### config.mk
export PLATFORM = sky130hd
export DESIGN_NAME = regbank_write_arbiter
export DESIGN_NICKNAME = d
export VERILOG_FILES = /design/src/rtl/regbank_write_arbiter.sv
export SDC_FILE = /design/constraint.sdc
export NUM_CORES = 1
export LEC_CHECK = 0
export BUFFER_PORTS_ARGS = -buffer_cell sky130_fd_sc_hd__buf_2
export CORE_ASPECT_RATIO = 0.9
export CORE_MARGIN = 3
export CORE_UTILIZATION = 39
export CTS_CLUSTER_DIAMETER = 100
export DETAILED_ROUTE_END_ITERATION = 10
export PLACE_DENSITY = 0.81
export RECOVER_POWER = 25
export SYNTH_ARGS = -nofsm -noshare
export SYNTH_HDL_FRONTEND = slang
export SYNTH_SLANG_ARGS = --single-unit
### constraint.sdc
create_clock -name clk -period 3.2 [get_ports clk]
set_input_delay 0.64 -clock clk [delete_from_list [all_inputs] [get_ports clk]]
set_output_delay 0.64 -clock clk [all_outputs]
set_load 0.1 [all_outputs]
### src/rtl/regbank_write_arbiter.sv
`default_nettype none
// ============================================================================
//  Module      : regbank_write_arbiter
//  Description : Round-robin arbiter for the single write port of the one-hot
//                selected register bank, with x0/out-of-range filtering and
//                saturating stall/error statistics.
//  Revision    : 1.0 - initial release
// ============================================================================
module regbank_write_arbiter #(
    parameter int NUM_REQ    = 2,
    parameter int DATA_WIDTH = 32,
    parameter int ADDR_WIDTH = 5,
    parameter int DEPTH      = 32,
    parameter int ZERO_RO    = 1
) (
    input  logic                          clk,
    input  logic                          reset,
    input  logic                          hold,
    input  logic [NUM_REQ-1:0]            req_valid,
    input  logic [NUM_REQ*ADDR_WIDTH-1:0] req_addr,
    input  logic [NUM_REQ*DATA_WIDTH-1:0] req_data,
    output logic [NUM_REQ-1:0]            req_ready,
    output logic [DATA_WIDTH-1:0]         Rin,
    output logic                          we,
    output logic [DEPTH-1:0]              S,
    output logic [$clog2(NUM_REQ)-1:0]    grant_id,
    output logic [15:0]                   stall_cnt,
    output logic [15:0]                   err_cnt
);

    localparam int                  c_IDW   = $clog2(NUM_REQ);
    localparam logic [c_IDW-1:0]    c_LAST  = c_IDW'(NUM_REQ - 1);
    localparam logic [ADDR_WIDTH:0] c_DEPTH = (ADDR_WIDTH + 1)'(DEPTH);
    localparam logic [15:0]         c_SAT   = 16'hFFFF;

    logic [c_IDW-1:0]      r_rr_ptr;
    logic [DATA_WIDTH-1:0] r_rin;
    logic                  r_we;
    logic [DEPTH-1:0]      r_s;
    logic [c_IDW-1:0]      r_grant_id;
    logic [15:0]           r_stall_cnt;
    logic [15:0]           r_err_cnt;

    logic                  w_found;
    logic [c_IDW-1:0]      w_win;
    logic                  w_grant;
    logic [ADDR_WIDTH-1:0] w_addr;
    logic [DATA_WIDTH-1:0] w_data;
    logic                  w_is_zero;
    logic                  w_oob;
    logic [DEPTH-1:0]      w_sel;
    logic                  w_stall;
    logic [c_IDW-1:0]      w_rr_next;

    // First valid requester at or after rr_ptr, wrapping modulo NUM_REQ.
    always_comb begin
        w_found = 1'b0;
        w_win   = '0;
        for (int k = 0; k < NUM_REQ; k++) begin
            if (!w_found && req_valid[(int'(r_rr_ptr) + k) % NUM_REQ]) begin
                w_found = 1'b1;
                w_win   = c_IDW'((int'(r_rr_ptr) + k) % NUM_REQ);
            end
        end
    end

    assign w_grant   = w_found & ~hold & ~reset;
    assign req_ready = w_grant ? (NUM_REQ'(1) << w_win) : '0;

    assign w_addr    = req_addr[w_win*ADDR_WIDTH +: ADDR_WIDTH];
    assign w_data    = req_data[w_win*DATA_WIDTH +: DATA_WIDTH];
    assign w_is_zero = (ZERO_RO != 0) && (w_addr == '0);
    assign w_oob     = {1'b0, w_addr} >= c_DEPTH;
    assign w_sel     = DEPTH'(1) << w_addr;
    assign w_stall   = |(req_valid & ~req_ready);
    assign w_rr_next = (w_win == c_LAST) ? '0 : w_win + 1'b1;

    always_ff @(posedge clk or posedge reset) begin
        if (reset) begin
            r_rr_ptr    <= '0;
            r_rin       <= '0;
            r_we        <= 1'b0;
            r_s         <= '0;
            r_grant_id  <= '0;
            r_stall_cnt <= '0;
            r_err_cnt   <= '0;
        end else begin
            r_we <= 1'b0;
            r_s  <= '0;
            if (w_grant) begin
                r_rr_ptr   <= w_rr_next;
                r_grant_id <= w_win;
                // x0 writes are swallowed silently; out-of-range ones are counted.
                if (w_is_zero) begin
                    r_we <= 1'b0;
                end else if (w_oob) begin
                    if (r_err_cnt != c_SAT) r_err_cnt <= r_err_cnt + 16'd1;
                end else begin
                    r_we  <= 1'b1;
                    r_s   <= w_sel;
                    r_rin <= w_data;
                end
            end
            if (w_stall && (r_stall_cnt != c_SAT)) r_stall_cnt <= r_stall_cnt + 16'd1;
        end
    end

    assign Rin       = r_rin;
    assign we        = r_we;
    assign S         = r_s;
    assign grant_id  = r_grant_id;
    assign stall_cnt = r_stall_cnt;
    assign err_cnt   = r_err_cnt;

endmodule
`default_nettype wire

# Word level (Yosys, flattened, before mapping)
# Cells that the tools add are included.
# W data, S select, Z words.
# op_classes
shifts,4
n_addsub,3
n_reduce_logical,6
order_cmp,2
n_eq_ne,1
n_mux,15
n_bitwise,8
mul,1
# op_table
operator,count
$mux W32,2
$shiftx A64 B7 Y32,1
$shl A1 B5 Y32 const A,1
$add A16 B1 Y16 const B,1
$ne A16 B16 Y1 const B,1
$mux W1,12
$shiftx A10 B5 Y5,1
$logic_not A5 Y1,1
$mul A1 B3 Y4 const B,1
$lt A2 B3 Y1 const B,1
$not A1 Y1,3
$add A1 B1 Y1 const B,2
$and A1 B1 Y1,2
$and A2 B2 Y2,1
$logic_and A1 B1 Y1,2
$lt A1 B2 Y1 const B,1
$mux W2,1
$not A2 Y2,1
$reduce_and A2 Y1,1
$reduce_or A2 Y1,1
$shl A1 B1 Y2 const A,1
$and A1 B1 Y1 const A,1
$logic_not A1 Y1,1
# word_totals
elab_cells,46
reg_bits,83
in_bits,79

# Depth between registers and ports, before layout
# Gate-level depths: netlist of run 1.
# logic_depth
word_depth,14
ltp_mapped,7

# Least setup slack after synthesis of run 1
# Ideal clock, no wire load.
# synth_timing
path_type,input to output
startpoint,input port hold
endpoint,output port req_ready[1]
setup_slack_ns,-0.216
arrival_time_ns,2.776
required_time_ns,2.560
path_stages,4
cell_sequence,or2_2 or2_2 clkbuf_1 nor2_1
# synth_via
elab_chain_len,4
# synth_rtl
element,line_no,rtl
from (decl),18,"input logic hold,"
$not A1 Y1,67,assign w_grant = w_found & ~hold & ~reset;
$and A1 B1 Y1 (2 in series),67,
$mux W2,68,assign req_ready = w_grant ? (NUM_REQ'(1) << w_win) : '0;
to (decl),22,"output logic [NUM_REQ-1:0] req_ready,"
# No other way between the ends.

# Worst setup path in the final report of run 1
# Same ends and word-level chain as after synthesis.

==> impl_metrics.prom, run 1 <==
# TYPE chip_impl_metric gauge
chip_impl_metric{name="start_util",unit="%"} 40.79
chip_impl_metric{name="cts_buffers",unit=""} 9
chip_impl_metric{name="drcViolationCount",unit=""} 0
chip_impl_metric{name="via_per_inst",unit=""} 4.811
chip_impl_metric{name="ff_latch_area",unit="um2"} 2077
chip_impl_metric{name="worst-r2r-setup-slack",unit="ns"} 1.10
chip_impl_metric{name="intPower",unit="W"} 0.001980
chip_impl_metric{name="ir_drop",unit="V"} 0.0009800
chip_impl_metric{name="global_route_wire_length_before_repair",unit="um"} 13700
chip_impl_info{name="min_to",value="Rin[11]$_DFFE_PP0P_"} 1
chip_impl_metric{name="syn2layout_area_growth",unit="%"} 29.82
chip_impl_metric{name="power_leakage",unit="nW"} 2.516
chip_impl_metric{name="hold_viol",unit=""} 0
chip_impl_info{name="status",value="finished, violations left"} 1
chip_impl_metric{name="detail_route.wl_per_cell",unit="um"} 14.06
chip_impl_metric{name="drv.max_cap_violation_count",unit=""} 1
chip_impl_info{name="cts_tree",value="built"} 1
chip_impl_metric{name="buffer_ports.inserted",unit=""} 162
chip_impl_info{name="most_common_cell_after_layout_fill_and_taps_aside",value="buf_2"} 1
chip_impl_info{name="regToRegStartpoint",value="r_rr_ptr$_DFFE_PP0P_"} 1
chip_impl_metric{name="floorplan.die.width",unit="um"} 109.7
chip_impl_metric{name="sequentialPowerShare",unit="%"} 33.5
chip_impl_metric{name="worstSetupPathDepth",unit=""} 5
chip_impl_info{name="critPathKind",value="in -> out"} 1
chip_impl_metric{name="place_congestion",unit=""} 0.8439
chip_impl_metric{name="synth_warnings",unit=""} 0
chip_impl_metric{name="cts_sinks",unit=""} 83
chip_impl_metric{name="hold_depth",unit=""} 1
chip_impl_metric{name="post_route_cells_drive_above_1_share",unit="%"} 48.53
chip_impl_metric{name="mappedNetlistArea",unit="um2"} 3772
chip_impl_info{name="failed_checks",value="capacitance limit, slew limit"} 1
chip_impl_info{name="start_kind",value="input pin"} 1
chip_impl_metric{name="power.share.switching",unit="%"} 49.78
chip_impl_metric{name="cts.repair_timing.setup_buffer_count",unit=""} 0
chip_impl_metric{name="min_period",unit="ns"} 2.749
chip_impl_metric{name="std_cell_rows",unit=""} 33
chip_impl_info{name="r2r-end",value="Rin[15]$_DFFE_PP0P_"} 1
chip_impl_info{name="min-delay-start",value="Rin[11]$_DFFE_PP0P_"} 1
chip_impl_metric{name="timing.max_slew.rel_slack",unit="%"} -28.52
chip_impl_metric{name="multi_input_area",unit="um2"} 1550
chip_impl_metric{name="ctsResizeCount",unit=""} 0
chip_impl_metric{name="num_vias",unit=""} 2877
chip_impl_metric{name="dieArea",unit="um2"} 10890
chip_impl_metric{name="detail_route.first_pass.iterations",unit=""} 4
chip_impl_metric{name="detailedPlacementHpwl",unit="um"} 6447
chip_impl_metric{name="num-fill-cells",unit=""} 827
chip_impl_metric{name="drt-total-wl",unit="um"} 8405
chip_impl_metric{name="period_utilization_post_route",unit="%"} 85.89
chip_impl_metric{name="fp.dieH",unit="um"} 99.31
chip_impl_metric{name="power.combinational.fraction",unit="%"} 44.9
chip_impl_metric{name="ctsHtreeMaxLevel",unit=""} 3
chip_impl_metric{name="yosysUniqueCellTypes",unit=""} 35
chip_impl_metric{name="timing.critical_path.slowest_cell_delay",unit="ns"} 0.45
chip_impl_metric{name="slew_viol_final",unit=""} 84
chip_impl_info{name="critical_path.slowest_cell",value="buf_2"} 1
chip_impl_metric{name="antenna_found_initial",unit=""} 0
chip_impl_metric{name="detailedRoute.firstIterationViolations",unit=""} 61
chip_impl_info{name="cpLargestDelayFamily",value="simple AND/OR/NAND/NOR gates"} 1
chip_impl_metric{name="syn-mean-instance-area",unit="um2"} 12.49
chip_impl_metric{name="post_cts_hold_buffer_count",unit=""} 0
chip_impl_info{name="critical_path.cell_chain",value="buf_2, or2_2, or2_2, nor2_2, buf_2"} 1
chip_impl_metric{name="global_router_s_overall_resource_usage",unit="%"} 15.96
chip_impl_metric{name="ys_seq_elements",unit=""} 83
chip_impl_metric{name="global_route.overflow_total",unit=""} 0
chip_impl_metric{name="setup_viol",unit=""} 0
chip_impl_info{name="final_cell_mix",value="160 x buf_2, 83 x dfrtp_1, 38 x nor2_1, 38 x mux2_2, 29 x mux2_1"} 1
chip_impl_metric{name="reg2regPathDepth",unit=""} 6
chip_impl_metric{name="io_pins",unit=""} 179
chip_impl_metric{name="worstMarginPinSlew",unit="ns"} 1.928
chip_impl_metric{name="antenna_cells_inserted",unit=""} 0
chip_impl_metric{name="finalInstanceArea",unit="um2"} 4897
chip_impl_metric{name="powerDensity",unit="nW/um2"} 805.0
chip_impl_info{name="hold_path.class",value="reg -> reg"} 1
chip_impl_info{name="clockRootBuffer",value="clkbuf_8"} 1
chip_impl_metric{name="fin_total_pwr",unit="W"} 0.003942
chip_impl_metric{name="finalCoreUtilization",unit="%"} 52.95
chip_impl_metric{name="ctsLongestPathBuffers",unit=""} 2
chip_impl_metric{name="required",unit="ns"} 2.56
chip_impl_metric{name="synth.yosys.seq_area_share",unit="%"} 55.06
chip_impl_info{name="worstSetupEndpointType",value="output pin"} 1
chip_impl_info{name="grt_setup_unrepaired",value="no"} 1
chip_impl_metric{name="fp.coreArea",unit="um2"} 9249
chip_impl_metric{name="cp.arrival",unit="ns"} 2.11
chip_impl_metric{name="fmax",unit="MHz"} 363.8
chip_impl_metric{name="dpl-instance-area",unit="um2"} 4679
chip_impl_metric{name="fin_nets",unit=""} 551
chip_impl_metric{name="worst-path-max-fanout",unit=""} 9
chip_impl_metric{name="setup_tns",unit="ns"} 0
chip_impl_metric{name="clk_pin_slew",unit="ns"} 0.08
chip_impl_metric{name="fraction_of_power_consumed_by_the_clock_network",unit="%"} 21.5
chip_impl_metric{name="grt_pass1_vias",unit=""} 2848
chip_impl_metric{name="pin_count_of_the_biggest_net_entering_global_routing",unit=""} 84
chip_impl_metric{name="remaining_antenna_violation_count",unit=""} 0
chip_impl_metric{name="clock_insertion_delay_worst_skew",unit="ns"} 0.34
chip_impl_metric{name="p_sw",unit="W"} 0.001963
chip_impl_metric{name="cp.buffers_inverters",unit=""} 2
chip_impl_metric{name="syn_inst",unit=""} 302
chip_impl_metric{name="fin_worst_skew",unit="ns"} 0.006750
power groups by stage:
stage	combinational (W)	clock, W	sequential [W]
final	0.00177	0.000849	0.00132
after CTS	0.00179	0.000878	0.00132
after detailed placement	0.00178	0	0.00134
after floorplan	0.000407	0	0.00241
after global routing	0.00184	0.000925	0.00135
after global placement	0.00176	0	0.00133
synthesized netlist by cell type:
cell type	n	area, um2
or4_1	1	7.510
dfrtp_1	83	2077
a21bo_2	1	10.01
xor2_1	9	78.83
mux2_2	38	427.9
mux2_4	1	15.01
nor2_1	39	146.4
nand2_1	8	30.03
and3_1	1	6.260
buf_4	18	135.1
mux2i_1	4	40.04
conb_1	1	3.750
o211ai_1	1	7.510
o21ai_4	2	32.53
ha_1	1	12.51
nor3_1	6	30.03
nor2_2	1	6.260
and2_1	1	6.260
maj3_1	1	10.01
buf_6	3	33.78
a21oi_2	1	8.760
nand3_1	4	20.02
clkbuf_1	3	11.26
inv_2	1	3.750
o311a_1	1	10.01
xnor2_1	6	52.55
nand4_1	10	62.56
a31oi_1	5	31.28
or2_2	2	12.51
a21o_1	2	15.01
nor4_1	10	62.56
buf_2	1	5.000
nor3b_1	2	15.01
mux2_1	29	326.6
inv_1	5	18.77
worst max path at each step:
stage	from	endpoint	slack (ns)
6_report	hold	req_ready[1]	0.45
5_1_grt	hold	req_ready[1]	0.41
4_1_cts	hold	req_ready[1]	0.45
3_5_place_dp	hold	req_ready[1]	0.45
3_3_place_gp	hold	req_ready[1]	0.48
2_1_floorplan	hold	req_ready[1]	0.26
stage by stage:
step	hold WS [ns]	setup WS [ns]	instances
after floorplan	0.5271	0.2621	318
after global placement	0.4702	0.4752	582
after detailed placement	0.4754	0.4505	582
after CTS	0.3966	0.4483	598
after global routing	0.5080	0.4139	598
final	0.4899	0.4515	598
registers in the layout (all words and copies together) (netlist names):
signal / flops
r_rr_ptr: 1
Rin: 32
S: 32
grant_id: 1
we: 1
stall_cnt: 16
routing by layer:
metal | global-route usage [%] | share of wire, % | vias to the layer above
li1 | - | - | 1358
met2 | 26.42 | 50 | 111
met4 | 4.506 | 0.63 | 0
met5 | 0 | 0 | -
met3 | 4.413 | 7.4 | 7
met1 | 20.48 | 42 | 1401
final cells by class:
cell class / count / share of cell area (%)
flip-flops and latches: 83 / 42.41
multi-input cells: 204 / 31.66
repair buffers: 167 / 17.55
well taps: 122 / 3.117
clock buffers: 10 / 2.810
clock inverters: 6 / 1.967
inverters: 6 / 0.4854
cell families after synthesis:
logic type / share of synthesized area (%)
AOI/OAI and AO/OA: 3.051
xor gates and xnor gates: 3.483
adders and majority gates: 0.5970
buffers and inverters: 5.506
DFF: 55.06
muxes: 21.46
other: 0.09941
and+or+nand+nor: 10.75
Power figures use the tool's default switching activity.
==> inputs of run 2 (changes only) <==
- CORE_ASPECT_RATIO: 0.9 -> not set
- CORE_MARGIN: 3 -> 8
==> impl_metrics.prom, run 2 (synthesis results as in run 1) <==
# TYPE chip_impl_metric gauge
chip_impl_info{name="hold_path.class",value="in -> async"} 1
chip_impl_metric{name="start_util",unit="%"} 39.32
chip_impl_metric{name="cp.arrival",unit="ns"} 2.12
chip_impl_metric{name="floorplan.die.width",unit="um"} 114.4
chip_impl_metric{name="clock_insertion_delay_worst_skew",unit="ns"} 0.34
chip_impl_metric{name="worst-r2r-setup-slack",unit="ns"} 1.07
chip_impl_metric{name="worst-path-max-fanout",unit=""} 9
chip_impl_metric{name="post_route_cells_drive_above_1_share",unit="%"} 48.33
chip_impl_metric{name="met3_layer_wire_length_in_the_routed_design",unit="um"} 915
chip_impl_metric{name="ctsResizeCount",unit=""} 0
chip_impl_metric{name="global_router_s_overall_resource_usage",unit="%"} 14.46
chip_impl_metric{name="global_route.overflow_total",unit=""} 0
chip_impl_metric{name="timing.critical_path.slowest_cell_delay",unit="ns"} 0.45
chip_impl_metric{name="ctsLongestPathBuffers",unit=""} 2
chip_impl_metric{name="ctsHtreeMaxLevel",unit=""} 3
chip_impl_metric{name="global_route_wire_length_before_repair",unit="um"} 14980
chip_impl_info{name="cpLargestDelayFamily",value="simple AND/OR/NAND/NOR gates"} 1
chip_impl_metric{name="grt_pass1_vias",unit=""} 3157
chip_impl_metric{name="slew_viol_final",unit=""} 72
chip_impl_metric{name="fin_nets",unit=""} 553
chip_impl_info{name="r2r-end",value="Rin[23]$_DFFE_PP0P_"} 1
chip_impl_metric{name="cts_buffers",unit=""} 9
chip_impl_metric{name="met1Wirelength",unit="um"} 3620
chip_impl_metric{name="detailedPlace.worstSlack",unit="ns"} 0.4485
chip_impl_metric{name="detail_route.wl_per_cell",unit="um"} 15.23
chip_impl_metric{name="required",unit="ns"} 2.56
chip_impl_info{name="top_layer",value="met4"} 1
chip_impl_metric{name="finalCoreUtilization",unit="%"} 51.36
chip_impl_metric{name="fmax",unit="MHz"} 362.5
chip_impl_metric{name="io_pins",unit=""} 179
chip_impl_metric{name="place_congestion",unit=""} 0.8261
chip_impl_info{name="critical_path.slowest_cell",value="buf_2"} 1
chip_impl_info{name="most_common_cell_after_layout_fill_and_taps_aside",value="buf_2"} 1
chip_impl_info{name="critical_path.cell_chain",value="buf_2, or2_2, or2_2, nor2_2, buf_2"} 1
chip_impl_info{name="worstSetupEndpointType",value="output pin"} 1
chip_impl_metric{name="worstMarginPinSlew",unit="ns"} 1.844
chip_impl_metric{name="post_cts_hold_buffer_count",unit=""} 0
chip_impl_info{name="cts_tree",value="built"} 1
chip_impl_info{name="grt_setup_unrepaired",value="no"} 1
chip_impl_info{name="regToRegStartpoint",value="r_rr_ptr$_DFFE_PP0P_"} 1
chip_impl_metric{name="pin_count_of_the_biggest_net_entering_global_routing",unit=""} 37
chip_impl_metric{name="ir_drop",unit="V"} 0.0007344
chip_impl_metric{name="num_vias",unit=""} 2853
chip_impl_metric{name="reg2regPathDepth",unit=""} 5
chip_impl_metric{name="drt-total-wl",unit="um"} 9308
chip_impl_metric{name="setup_viol",unit=""} 0
chip_impl_metric{name="syn2layout_area_growth",unit="%"} 30.61
chip_impl_info{name="clockRootBuffer",value="clkbuf_8"} 1
chip_impl_metric{name="antenna_cells_inserted",unit=""} 0
chip_impl_metric{name="detailedPlacementHpwl",unit="um"} 7413
chip_impl_metric{name="dieArea",unit="um2"} 13080
chip_impl_metric{name="std_cell_rows",unit=""} 36
chip_impl_metric{name="setup_tns",unit="ns"} 0
chip_impl_metric{name="clk_pin_slew",unit="ns"} 0.09
chip_impl_metric{name="buffer_ports.inserted",unit=""} 162
chip_impl_metric{name="drv.max_cap_violation_count",unit=""} 2
chip_impl_info{name="status",value="finished, violations left"} 1
chip_impl_metric{name="fin_total_pwr",unit="W"} 0.003993
chip_impl_metric{name="timing.max_slew.rel_slack",unit="%"} -22.95
chip_impl_metric{name="setup_ws_post_layout",unit="ns"} 0.4418
chip_impl_info{name="start_kind",value="input pin"} 1
chip_impl_metric{name="fp.coreArea",unit="um2"} 9594
chip_impl_info{name="critPathKind",value="in -> out"} 1
chip_impl_metric{name="period_utilization_post_route",unit="%"} 86.20
chip_impl_info{name="failed_checks",value="capacitance limit, slew limit"} 1
chip_impl_metric{name="fp.dieH",unit="um"} 114.4
chip_impl_metric{name="cts_sinks",unit=""} 83
chip_impl_metric{name="hold_viol",unit=""} 0
chip_impl_metric{name="detail_route.first_pass.iterations",unit=""} 5
chip_impl_metric{name="powerDensity",unit="nW/um2"} 810.4
chip_impl_metric{name="via_per_inst",unit=""} 4.669
chip_impl_info{name="final_cell_mix",value="160 x buf_2, 83 x dfrtp_1, 38 x nor2_1, 38 x mux2_2, 29 x mux2_1"} 1
chip_impl_metric{name="power_leakage",unit="nW"} 2.523
chip_impl_metric{name="detailroute.wirelength.met2",unit="um"} 4593
chip_impl_metric{name="detailedRoute.firstIterationViolations",unit=""} 75
chip_impl_metric{name="remaining_antenna_violation_count",unit=""} 0
chip_impl_metric{name="cts.repair_timing.setup_buffer_count",unit=""} 0
chip_impl_metric{name="min_period",unit="ns"} 2.758
chip_impl_metric{name="cp.buffers_inverters",unit=""} 2
chip_impl_metric{name="antenna_found_initial",unit=""} 0
chip_impl_metric{name="drcViolationCount",unit=""} 0
chip_impl_metric{name="fin_worst_skew",unit="ns"} 0.01119
## run 2: changes by cell type in the layout (fill, tap and decap cells not counted), sizes merged
| cell | change |
|---|---|
| clkinv | +2 |
| inv | -2 |
| bufinv | +1 |
| buf | +1 |
## run 2: power breakdown
part,switching [W],total (W),internal [W]
registers,0.000118,0.00132,0.00120
logic,0.00147,0.00179,0.000311
clock network,0.000374,0.000891,0.000517
total,0.00197,0.00399,0.00203
## run 2: routing by layer
metal,up-vias,global-route usage [%]
li1,1359,-
met1,1371,15.10
met2,108,24.72
met3,15,7.331
met4,0,4.703
met5,-,0
## run 2: how the worst max path moves through the flow
stage / start / end / depth (start not counted)
after floorplan: hold / req_ready[1] / 4
after global placement: hold / req_ready[1] / 5
after detailed placement: hold / req_ready[1] / 5
after CTS: hold / req_ready[1] / 5
after global routing: reset / S[18]$_DFF_PP0_ / 3
final: hold / req_ready[1] / 5
## run 2: through the flow
step | hold WS (ns) | std cells | area (um2)
6_report | 0.3321 | 611 | 4927
5_1_grt | 0.3718 | 611 | 4927
4_1_cts | 0.1974 | 611 | 4936
3_5_place_dp | 0.4754 | 595 | 4696
3_3_place_gp | 0.4634 | 595 | 4696
2_1_floorplan | 0.5271 | 318 | 3835
## run 2: cell type report
class                      instances  area, um2
multi-input combinational        204       1550
tap                              133      166.4
clock buffer                       9      123.9
clock inverter                     7      116.4
sequential                        83       2077
timing repair buffer             169      869.6
fill                             875       4667
inverter                           6      23.77
